### config.mk
export PLATFORM = sky130hd
export DESIGN_NAME = alu_wb_buffer
export DESIGN_NICKNAME = d
export VERILOG_FILES = /design/src/rtl/alu_wb_buffer.sv
export SDC_FILE = /design/constraint.sdc
export NUM_CORES = 1
export LEC_CHECK = 0
export ABC_CLOCK_PERIOD_IN_PS = 18800
export CELL_PAD_IN_SITES_DETAIL_PLACEMENT = 0
export CELL_PAD_IN_SITES_GLOBAL_PLACEMENT = 2
export CORE_MARGIN = 4
export CORE_UTILIZATION = 25
export DETAILED_ROUTE_END_ITERATION = 16
export PLACE_DENSITY = 0.52
export SLEW_MARGIN = 20
export SYNTH_ARGS = -nofsm -noshare
export SYNTH_HDL_FRONTEND = slang
export SYNTH_SLANG_ARGS = --single-unit
### constraint.sdc
create_clock -name clk -period 18.8 [get_ports clk]
set_input_delay 3.76 -clock clk [delete_from_list [all_inputs] [get_ports clk]]
set_output_delay 3.76 -clock clk [all_outputs]
set_load 0.02 [all_outputs]
### src/rtl/alu_wb_buffer.sv
// Write-back buffer between the vector lane ALU and the VRF write port.
// Captures parallel ALU result beats in a small circular FIFO, packs
// per-element compare mask bits into full OP_WIDTH words, and raises an
// ALU stall early enough that beats already in flight still fit.
//
// Handshake: an entry leaves the FIFO on a cycle where wb_vld_o and wb_rdy_i
// are both high; wb_* stay stable while wb_vld_o=1 and wb_rdy_i=0. The input
// side has no ready; the producer must honour alu_stall_o.
module alu_wb_buffer #(
  parameter int OP_WIDTH        = 32,
  parameter int PARALLEL_IF_NUM = 4,
  parameter int DEPTH           = 8,
  parameter int ALU_LATENCY     = 3,
  parameter int ADDR_W          = 5
) (
  input  logic                                clk,
  input  logic                                rst,
  input  logic                                flush_i,
  input  logic [PARALLEL_IF_NUM-1:0]          in_vld_i,
  input  logic [PARALLEL_IF_NUM*OP_WIDTH-1:0] in_data_i,
  input  logic [PARALLEL_IF_NUM-1:0]          in_mask_i,
  input  logic                                mask_op_i,
  input  logic                                mask_last_i,
  input  logic [ADDR_W-1:0]                   waddr_i,
  output logic                                alu_stall_o,
  output logic                                wb_vld_o,
  input  logic                                wb_rdy_i,
  output logic [PARALLEL_IF_NUM*OP_WIDTH-1:0] wb_data_o,
  output logic [PARALLEL_IF_NUM-1:0]          wb_we_o,
  output logic [ADDR_W-1:0]                   wb_addr_o,
  output logic                                ovf_err_o,
  output logic                                seq_err_o
);

  localparam int P     = PARALLEL_IF_NUM;
  localparam int DW    = P * OP_WIDTH;
  localparam int NPOS  = OP_WIDTH / P;
  localparam int POS_W = (NPOS > 1) ? $clog2(NPOS) : 1;
  localparam int PTR_W = (DEPTH > 1) ? $clog2(DEPTH) : 1;
  localparam int CNT_W = $clog2(DEPTH + 1);

  localparam logic [POS_W-1:0] LAST_POS = POS_W'(NPOS - 1);
  localparam logic [PTR_W-1:0] LAST_PTR = PTR_W'(DEPTH - 1);
  localparam logic [CNT_W-1:0] DEPTH_C  = CNT_W'(DEPTH);
  localparam logic [CNT_W-1:0] STALL_C  = CNT_W'(DEPTH - ALU_LATENCY);

  typedef enum logic {
    S_IDLE = 1'b0,
    S_PACK = 1'b1
  } state_t;

  state_t              state_q, state_d;
  logic [POS_W-1:0]    pos_q, pos_d;
  logic [OP_WIDTH-1:0] pack_q, pack_d;
  logic [ADDR_W-1:0]   word_addr_q, word_addr_d;

  logic [CNT_W-1:0]    count_q, count_d;
  logic [PTR_W-1:0]    wr_ptr_q, wr_ptr_d;
  logic [PTR_W-1:0]    rd_ptr_q, rd_ptr_d;
  logic                ovf_q, ovf_d;
  logic                seq_q, seq_d;

  logic [DW-1:0]       mem_data_q [DEPTH];
  logic [P-1:0]        mem_we_q   [DEPTH];
  logic [ADDR_W-1:0]   mem_addr_q [DEPTH];

  logic                beat;
  logic                push_req;
  logic                push_acc;
  logic                pop;
  logic                seq_set;
  logic [DW-1:0]       push_data;
  logic [P-1:0]        push_we;
  logic [ADDR_W-1:0]   push_addr;
  logic [OP_WIDTH-1:0] beat_bits;
  logic [OP_WIDTH-1:0] packed_word;
  logic [ADDR_W-1:0]   cur_word_addr;

  assign beat = |in_vld_i;

  // Packer FSM next state and selection of the entry to push this cycle.
  always_comb begin
    state_d       = state_q;
    pos_d         = pos_q;
    pack_d        = pack_q;
    word_addr_d   = word_addr_q;
    push_req      = 1'b0;
    push_data     = '0;
    push_we       = '0;
    push_addr     = '0;
    seq_set       = 1'b0;
    // Invalid lanes contribute a zero mask bit; the slot is always zero
    // beforehand because pack_q is cleared whenever a word completes.
    beat_bits     = OP_WIDTH'(in_vld_i & in_mask_i) << (pos_q * P);
    packed_word   = pack_q | beat_bits;
    cur_word_addr = (state_q == S_IDLE) ? waddr_i : word_addr_q;
    if (beat) begin
      if (mask_op_i) begin
        if ((pos_q == LAST_POS) || mask_last_i) begin
          push_req               = 1'b1;
          push_data[OP_WIDTH-1:0] = packed_word;
          push_we[0]             = 1'b1;
          push_addr              = cur_word_addr;
          pack_d                 = '0;
          pos_d                  = '0;
          state_d                = S_IDLE;
        end else begin
          pack_d      = packed_word;
          pos_d       = pos_q + 1'b1;
          word_addr_d = cur_word_addr;
          state_d     = S_PACK;
        end
      end else begin
        if (state_q == S_PACK) begin
          seq_set = 1'b1;
          pack_d  = '0;
          pos_d   = '0;
          state_d = S_IDLE;
        end
        push_req  = 1'b1;
        push_data = in_data_i;
        push_we   = in_vld_i;
        push_addr = waddr_i;
      end
    end
  end

  // FIFO occupancy, pointer advance and sticky error flags.
  always_comb begin
    pop      = (count_q != '0) && wb_rdy_i;
    push_acc = push_req && ((count_q != DEPTH_C) || pop);
    count_d  = count_q;
    wr_ptr_d = wr_ptr_q;
    rd_ptr_d = rd_ptr_q;
    if (push_acc && !pop) begin
      count_d = count_q + 1'b1;
    end else if (!push_acc && pop) begin
      count_d = count_q - 1'b1;
    end
    if (push_acc) begin
      wr_ptr_d = (wr_ptr_q == LAST_PTR) ? '0 : wr_ptr_q + 1'b1;
    end
    if (pop) begin
      rd_ptr_d = (rd_ptr_q == LAST_PTR) ? '0 : rd_ptr_q + 1'b1;
    end
    ovf_d = ovf_q | (push_req & ~push_acc);
    seq_d = seq_q | seq_set;
  end

  // Control state registers; rst and flush both clear everything.
  always_ff @(posedge clk) begin
    if (rst || flush_i) begin
      state_q     <= S_IDLE;
      pos_q       <= '0;
      pack_q      <= '0;
      word_addr_q <= '0;
      count_q     <= '0;
      wr_ptr_q    <= '0;
      rd_ptr_q    <= '0;
      ovf_q       <= 1'b0;
      seq_q       <= 1'b0;
    end else begin
      state_q     <= state_d;
      pos_q       <= pos_d;
      pack_q      <= pack_d;
      word_addr_q <= word_addr_d;
      count_q     <= count_d;
      wr_ptr_q    <= wr_ptr_d;
      rd_ptr_q    <= rd_ptr_d;
      ovf_q       <= ovf_d;
      seq_q       <= seq_d;
    end
  end

  // Entry storage; contents need no reset because outputs are gated by valid.
  always_ff @(posedge clk) begin
    if (!rst && !flush_i && push_acc) begin
      mem_data_q[wr_ptr_q] <= push_data;
      mem_we_q[wr_ptr_q]   <= push_we;
      mem_addr_q[wr_ptr_q] <= push_addr;
    end
  end

  assign wb_vld_o    = (count_q != '0);
  assign wb_data_o   = wb_vld_o ? mem_data_q[rd_ptr_q] : '0;
  assign wb_we_o     = wb_vld_o ? mem_we_q[rd_ptr_q]   : '0;
  assign wb_addr_o   = wb_vld_o ? mem_addr_q[rd_ptr_q] : '0;
  assign alu_stall_o = (count_q >= STALL_C);
  assign ovf_err_o   = ovf_q;
  assign seq_err_o   = seq_q;

endmodule

=== Yosys cells after proc, flatten, opt, wreduce, memory -nomap -nowiden ===
Memory sizes are Yosys's and may differ from the RTL's. A register that Yosys moved wholly into a read port is not among the register bits.
Cells that the tools add are included.

* Register bits: 53
* Memories: 3
* Memory bits (writable): 1096
* Output and inout bits: 141
* Bits of input ports: 147
* Word-level logic and storage cells: 89

* Bitwise logic cells: 7
* Shift operators: 1
* Order comparisons: 1
* Muxes and demuxes: 40
* Reductions and logical operators: 19
* Add/subtract/negate cells: 5
* Equality and inequality tests: 4

{| class="wikitable"
|+ Memories
! name !! depth !! width !! rd ports !! clocked after Yosys merged registers in !! write ports !! line !! RTL
|-
| mem_data_q || 8 || 128 || 1 || 1 || 1 || 63 || <nowiki>logic [DW-1:0] mem_data_q [DEPTH];</nowiki>
|-
| mem_addr_q || 8 || 5 || 1 || 1 || 1 || 65 || <nowiki>logic [ADDR_W-1:0] mem_addr_q [DEPTH];</nowiki>
|-
| mem_we_q || 8 || 4 || 1 || 1 || 1 || 64 || <nowiki>logic [P-1:0] mem_we_q [DEPTH];</nowiki>
|}

{| class="wikitable"
|+ Operator list
! operator !! count
|-
| 2-to-1 mux 128 bit || 2
|-
| 2-to-1 mux 32 bit || 5
|-
| 2-to-1 mux 96 bit || 1
|-
| 2-to-1 mux 3 bit || 12
|-
| bitwise OR 32 bit || 1
|-
| left shift 4 x 5 -> 32 bit || 1
|-
| 2-to-1 mux 5 bit || 5
|-
| 2-to-1 mux 4 bit || 4
|-
| 2-to-1 mux 1 bit || 11
|-
| adder 3 x 1 -> 3 bit, second input constant || 3
|-
| equality test 3 bit, second input constant || 3
|-
| logical AND 1 bit || 6
|-
| adder 4 x 1 -> 4 bit, second input constant || 1
|-
| bitwise AND 4 bit || 1
|-
| >= comparator 4 x 3 -> 1 bit, second input constant || 1
|-
| zero test 1 bit || 4
|-
| != test 4 bit, second input constant || 1
|-
| nonzero test 2 bit || 2
|-
| nonzero test 4 bit || 1
|-
| OR reduction 4 bit || 1
|-
| subtractor 4 x 1 -> 4 bit, second input constant || 1
|-
| logical OR 1 bit || 3
|-
| AND reduction 3 bit || 1
|-
| inverter 1 bit || 2
|-
| 3 further kinds || 4
|}

=== Longest topological paths before layout ===
Gate-level depths: netlist of run 1.

* Depth after elaboration: 10
* Mapped depth: 13
* Mapped depth without buffers: 11

=== Worst setup path before layout of run 1 ===
OpenSTA, ideal clock, no wires.

* Path kind: input-to-reg
* Start point: input port mask_op_i
* End point: memory mem_addr_q[1][0], enable pin
* Arrival: 13.992 ns
* Setup slack: 4.007 ns
* Cell stages on the path: 6
* Path buffers: 2
* Required time: 17.999 ns
* Setup time: 0.801 ns
* Cell sequence: or3b_1 -> buf_2 -> o311a_1 -> clkbuf_1 -> nand3_1 -> nor3_1

* Cells in the longest elaborated chain, start to end: 6

{| class="wikitable"
|+ RTL lines
! item !! line !! RTL
|-
| start, declared || 22 || <nowiki>input logic mask_op_i,</nowiki>
|-
| 2-to-1 mux 1 bit || 98 || <nowiki>if (mask_op_i) begin</nowiki>
|-
| 2-to-1 mux 1 bit || 97 || <nowiki>if (beat) begin</nowiki>
|-
| logical AND 1 bit || 131 || <nowiki>push_acc = push_req && ((count_q != DEPTH_C) || pop);</nowiki>
|-
| net push_acc || 69 || <nowiki>logic push_acc;</nowiki>
|-
| logical AND 1 bit || 177 || <nowiki>if (!rst && !flush_i && push_acc) begin</nowiki>
|-
| 2-to-1 mux 1 bit || 177 ||
|-
| 2-to-1 mux 1 bit (not written as such) || 180 || <nowiki>mem_addr_q[wr_ptr_q] <= push_addr;</nowiki>
|-
| end, declared || 65 ||
|}

The timed path passes the listed nets, and every way through them passes these cells.

==> impl_metrics.yaml, run 1 <==
outcome:
  status: "complete, no violations"
timing:
  skew_ns: 0.0199
  drv_slew: 0
  fin_setup_tns_ns: 0
  setup_viol: 0
  period_needed_ns: 8.58
  max_freq_mhz: 117
  relSlewSlack: 0.256
  hold_viol: 0
  fin_crit_sh: 0.456
  tightest_slew_ns: 1.12
  rsz0062_at_grt: "false"
grt:
  grt_pass1_wl_mm: 179
  grt_overflow_total: 0
  grt_max_degree: 147
  grt_pass1_vias: 24600
  antenna_found_initial: 14
  grtUsageTotal: 0.133
yosys:
  netlist_instances: 2234
  yosysMostFrequentCell: "edfxtp_1"
  synth-async-reset-ratio: 0
  synth_common_cells: "edfxtp_1 (1096), mux4_2 (274), nor2_1 (224), mux2i_1 (145), and3_1 (100)"
  synth_edf_count: 1096
  ys.flop_type: "edfxtp_1"
  netlist-cell-type-count: 43
  synth_top_area_share: 0.730
  synthTopCellsByArea: "edfxtp_1 (73%), mux4_2 (14%), mux2i_1 (3.2%), dfxtp_1 (2.5%), nor2_1 (1.9%)"
  synth_compound_area_frac: 0.0187
  syn-num-nets: 2391
  synthAdderAreaFrac: 0.00294
  ys_ff_latch: 1152
  synth_mux_area_frac: 0.169
  avgSynthCellArea_um2: 20.2
  synth_top_cell_by_area: "edfxtp_1"
  yosysSeqAreaShare: 0.755
  yosys.area_share.simple: 0.0405
  synth_warnings: 0
  synth_area_um2: 45100
  synth_xor_area_frac: 0.000389
  synth_top_family_by_area: "multiplexers"
clock_tree:
  clockBufferDepth: 3
  cts_sinks: 1152
  cts.clk_slew.worst_paths_ns: 0.05
  cts-hold-fix-buffers: 0
  root_buffer: "clkbuf_16"
  cts_setup_buffers: 0
  cts_inserted_buffers: 132
  cts_tree: "done"
  insertion_delay_ns: 0.74
  htreeDepth: 4
  post_cts_resized: 0
worst_setup_path:
  cpMostUsedCell: "buf_4"
  reg2reg_depth: 8
  r2r_end: "mem_data_q[2][71]$_DFFE_PP_"
  critPathSlowestCell: "buf_4"
  worstPathArrival_ns: 4.82
  cp_cell_sequence: "buf_16 > buf_4 > buf_4 > mux4_2 > mux2i_1 > nor2_1 > clkdlybuf4s50_1"
  critPathKind: "flop to primary output"
  reg2reg_setup_slack_ns: 13.71
  critPathMaxFanout: 45
  r2r-start: "pos_q[0]$_SDFFE_PP0P_"
  crit_path_max_incr_delay_ns: 0.79
  path_delay_family: "buffers and inverters"
  start_kind: "flop"
  crit_buf_inv: 4
  required_ns: 15.04
  end_kind: "primary output"
floorplan:
  rows: 155
  start_util: 0.252
  ioPinCount: 288
  fp.dieH_um: 433
  dieWidth_um: 433
  die-area_um2: 187000
  core_um2: 179000
detailed_routing:
  vias_per_cell: 4.51
  drt_first_pass_iters: 7
  wl_per_cell_um: 25.0
  vias: 22600
  wl_mm: 125
  drtAntennaViolNets: 0
  drtIter0Drc: 1566
  drc: 0
power:
  power.density_nw_per_um2: 111
  vdd.ir_drop.worst_mv: 0.0717
  cellLeakagePower_nw: 16.9
min_path:
  min_from: "ovf_err_o$_SDFF_PP0_"
  hold_path_depth: 2
  hp-class: "flop to flop"
  min_to: "ovf_err_o$_SDFF_PP0_"
run:
  drv_cap: 0
place:
  gp_congestion: 0.695
  place_inst: 4766
  io_buffers: 287
  hpwl_mm: 68.0
finish:
  fillerInstances: 17400
  final_cells: 5005
  drive_above_1_share: 0.196
  syn_to_final_growth_pct: 22.2
  nNetsFinal: 2704
[area by class of cell]
cell class / instances / area [um2] / area share
diodes: 3 / 7.51 / 0.000136
clock buffers: 158 / 3460 / 0.0629
clock inverters: 76 / 796 / 0.0144
inverters: 4 / 17.5 / 0.000318
multi-input cells: 933 / 10500 / 0.191
flip-flops and latches: 1152 / 34000 / 0.618
well taps: 2355 / 2950 / 0.0535
repair buffers: 324 / 3310 / 0.0601
[cells by family after synthesis]
kind of cell / count (synthesis)
buffers and inverters: 149
adders and majority gates: 10
muxes: 419
xor gates and xnor gates: 2
AOI/OAI and AO/OA: 124
and+or+nand+nor: 378
DFF: 1152
[cells in the final DEF, fill, tap and decap left out, types with 19 or more instances in the layout]
master           instances
edfxtp_1              1096
clkinv_1                27
clkdlybuf4s50_1        287
a22oi_1                 33
mux2i_1                145
and3_1                 100
a21oi_1                 44
clkinv_2                19
a2bb2oi_1               24
clkbuf_1                23
nor2_1                 217
dfxtp_1                 53
mux4_2                 274
buf_4                   24
clkbuf_16              135
[tightest hold or removal path, stage by stage (launching register included)]
cell and delay [ns]:
dfxtp_1 0.33, a21oi_1 0.04, nor2_1 0.08
[flip-flops by register name, summed over array words and instances, names as in the netlist, 3 cells and up, named ones only]
name         cells
wr_ptr_q         3
mem_we_q        32
mem_data_q    1024
word_addr_q      5
rd_ptr_q         3
pack_q          32
pos_q            3
mem_addr_q      40
count_q          4
[routing by layer]
layer | vias up | global-route usage | part of all wire
met5 | - | 0 | 0.00029
met4 | 6 | 0.0352 | 0.022
met3 | 171 | 0.0267 | 0.037
met2 | 444 | 0.228 | 0.51
met1 | 12200 | 0.171 | 0.43
li1 | 9773 | - | -
[power breakdown]
part / leakage [nW] / total (mW) / switching [mW] / internal (mW)
sequential: 10.5 / 2.85 / 0.0106 / 2.84
combinational: 4.28 / 0.739 / 0.444 / 0.295
clock: 2.08 / 2.52 / 1.02 / 1.51
[worst max-delay path by stage]
| stage | endpoint | slack (ns) | cells past startpoint |
|---|---|---|---|
| after floorplan | mem_addr_q[1][0]$_DFFE_PP_ | 4.01 | 6 |
| after global placement | mem_data_q[2][23]$_DFFE_PP_ | 9.88 | 7 |
| after detailed placement | mem_data_q[2][17]$_DFFE_PP_ | 9.82 | 7 |
| after CTS | wb_data_o[108] | 9.64 | 6 |
| after global routing | wb_data_o[108] | 9.67 | 7 |
| final | wb_data_o[35] | 10.22 | 7 |
[through the flow]
| step | cell area [um2] | total power [mW] | worst slack [ns] | hold WS, ns | utilization |
|---|---|---|---|---|---|
| final | 55100 | 6.11 | 10.22 | 0.495 | 0.308 |
| after global routing | 55100 | 6.37 | 9.67 | 0.511 | 0.308 |
| after CTS | 55000 | 6.23 | 9.64 | 0.495 | 0.308 |
| after detailed placement | 50800 | 3.67 | 9.82 | 0.473 | 0.284 |
| after global placement | 50800 | 3.66 | 9.88 | 0.467 | 0.284 |
| after floorplan | 45100 | 3.29 | 4.01 | 0.454 | - |
Power figures use the tool's default switching activity.
==> inputs of run 2 (changes only) <==
--- a/config.mk
+++ b/config.mk
@@ -5,13 +5,13 @@
 export SDC_FILE = /design/constraint.sdc
 export NUM_CORES = 1
 export LEC_CHECK = 0
-export ABC_CLOCK_PERIOD_IN_PS = 18800
+export ABC_CLOCK_PERIOD_IN_PS = 7400
 export CELL_PAD_IN_SITES_DETAIL_PLACEMENT = 0
 export CELL_PAD_IN_SITES_GLOBAL_PLACEMENT = 2
 export CORE_MARGIN = 4
 export CORE_UTILIZATION = 25
 export DETAILED_ROUTE_END_ITERATION = 16
-export PLACE_DENSITY = 0.52
+export PLACE_DENSITY = 0.54
 export SLEW_MARGIN = 20
 export SYNTH_ARGS = -nofsm -noshare
 export SYNTH_HDL_FRONTEND = slang
==> constraint.sdc (replaced) <==
create_clock -name clk -period 7.4 [get_ports clk]
set_input_delay 1.48 -clock clk [delete_from_list [all_inputs] [get_ports clk]]
set_output_delay 1.48 -clock clk [all_outputs]
set_load 0.02 [all_outputs]
==> run 2 against run 1 <==
  * Cell count increased by 0.12%
  * Largest power group unchanged
  * Routed wire length decreased by 1.2%
  * Critical path type unchanged
  * Worst setup slack got worse by 8.2 ns
  * Largest cell class unchanged
  * Power increased by 150%
==> impl_metrics.yaml, run 2 (synthesized netlist as in run 1, its figures left out) <==
outcome:
  status: "complete, no violations"
grt:
  grt_pass1_vias: 24000
  grt_max_degree: 139
  grt_overflow_total: 0
  antenna_found_initial: 4
  grtUsageTotal: 0.131
  grt_pass1_wl_mm: 177
worst_setup_path:
  reg2reg_depth: 7
  required_ns: 5.92
  critPathMaxFanout: 45
  worstPathArrival_ns: 3.93
  critPathKind: "flop to primary output"
  end_kind: "primary output"
  reg2reg_setup_slack_ns: 3.35
  start_kind: "flop"
timing:
  max_freq_mhz: 185
  setup_viol: 0
  period_needed_ns: 5.41
  fin_crit_sh: 0.731
  tightest_slew_ns: 1.12
  hold_ws_ns: 0.482
  drv_slew: 0
  rsz0062_at_grt: "false"
  skew_ns: 0.0366
  relSlewSlack: 0.255
  hold_viol: 0
clock_tree:
  cts.clk_slew.worst_paths_ns: 0.07
  insertion_delay_ns: 0.73
  cts_sinks: 1152
  cts_setup_buffers: 0
  root_buffer: "clkbuf_16"
  htreeDepth: 3
  cts_tree: "done"
  cts-hold-fix-buffers: 0
  cts_inserted_buffers: 121
  post_cts_resized: 0
  clockBufferDepth: 3
power:
  power.density_nw_per_um2: 276
  intPower_mw: 11.6
  power_mw: 15.3
  sequentialPowerShare: 0.475
  vdd.ir_drop.worst_mv: 0.198
  cellLeakagePower_nw: 16.9
  sw_frac_of_total: 0.241
  power_frac_comb: 0.122
  switchingPower_mw: 3.67
  clock_power_share: 0.403
floorplan:
  start_util: 0.252
  dieWidth_um: 433
  fp.dieH_um: 433
  rows: 155
  ioPinCount: 288
  core_um2: 179000
  die-area_um2: 187000
finish:
  drive_above_1_share: 0.199
  largestRegisters: "mem_data_q x1024, mem_addr_q x40"
  fillerInstances: 17300
  largest_reg_flops: 1024
  final_cell_mix: "edfxtp_1 (1096), clkdlybuf4s50_1 (287), mux4_2 (274)"
  utilization: 0.309
  top_register: "mem_data_q"
  final_common_cell: "edfxtp_1"
  nNetsFinal: 2704
  syn_to_final_growth_pct: 22.5
detailed_routing:
  vias: 22100
  drt_first_pass_iters: 5
  drtAntennaViolNets: 0
  wl_per_cell_um: 24.6
  drtIter0Drc: 1634
  wl_mm: 123
  drc: 0
  vias_per_cell: 4.41
place:
  io_buffers: 287
  hpwl_mm: 74.4
  gp_congestion: 0.734
min_path:
  hold_path_depth: 2
  hp-class: "flop to flop"
run:
  drv_cap: 0
## run 2: cell count changes in the layout (fill, tap and decap cells not counted), moves of 3 or more
cell	delta
buf_12	+19
clkbuf_16	-13
buf_4	-6
clkinvlp_4	+5
clkinv_2	+4
bufinv_16	+3
## run 2: layout make-up
cell class / count / area [um2] / share of cell area
diodes: 3 / 7.51 / 0.000136
clock buffers: 145 / 3140 / 0.0569
clock inverters: 84 / 908 / 0.0165
inverters: 4 / 17.5 / 0.000317
multi-input cells: 933 / 10500 / 0.191
flip-flops and latches: 1152 / 34000 / 0.617
well taps: 2355 / 2950 / 0.0534
repair buffers: 335 / 3620 / 0.0656
## run 2: metrics by stage
stage | area, um2 | cells | worst slack, ns | setup TNS (ns)
2_1_floorplan | 45100 | 2234 | -1.43 | -1425.96
3_3_place_gp | 51100 | 4777 | 1.94 | 0
3_5_place_dp | 51100 | 4778 | 1.88 | 0
4_1_cts | 55200 | 5007 | 1.77 | 0
5_1_grt | 55200 | 5008 | 1.73 | 0
6_report | 55200 | 5011 | 1.99 | 0
## run 2: power by group through the flow
stage	combinational (mW)	sequential (mW)	clock (mW)
floorplan	0.976	7.37	0
global placement	1.93	7.37	0
detailed placement	1.95	7.38	0
CTS	1.96	7.24	6.34
global route	2.02	7.24	6.62
finish	1.87	7.24	6.15
## run 2: path summary, 6_finish.rpt
path / from / to
worst min register to register: ovf_err_o$_SDFF_PP0_ / ovf_err_o$_SDFF_PP0_
worst max register to register: pos_q[0]$_SDFFE_PP0P_ / mem_data_q[5][86]$_DFFE_PP_
worst max-delay path: flop / wb_data_o[2]
worst min-delay path: ovf_err_o$_SDFF_PP0_ / ovf_err_o$_SDFF_PP0_
## run 2: worst max-delay path, stage by stage (launching register included)
cell,delay (ns)
dfxtp_4,0.89
buf_4,0.66
mux4_2,0.33
mux2i_1,0.10
nor2_1,0.41
clkdlybuf4s50_1,0.72
## run 2: routing by layer
layer,global-route usage,vias up,wire [um]
li1,-,9774,-
met4,0.0353,2,2610
met3,0.0213,139,5060
met2,0.227,475,62600
met1,0.170,11700,53100
met5,0,-,13
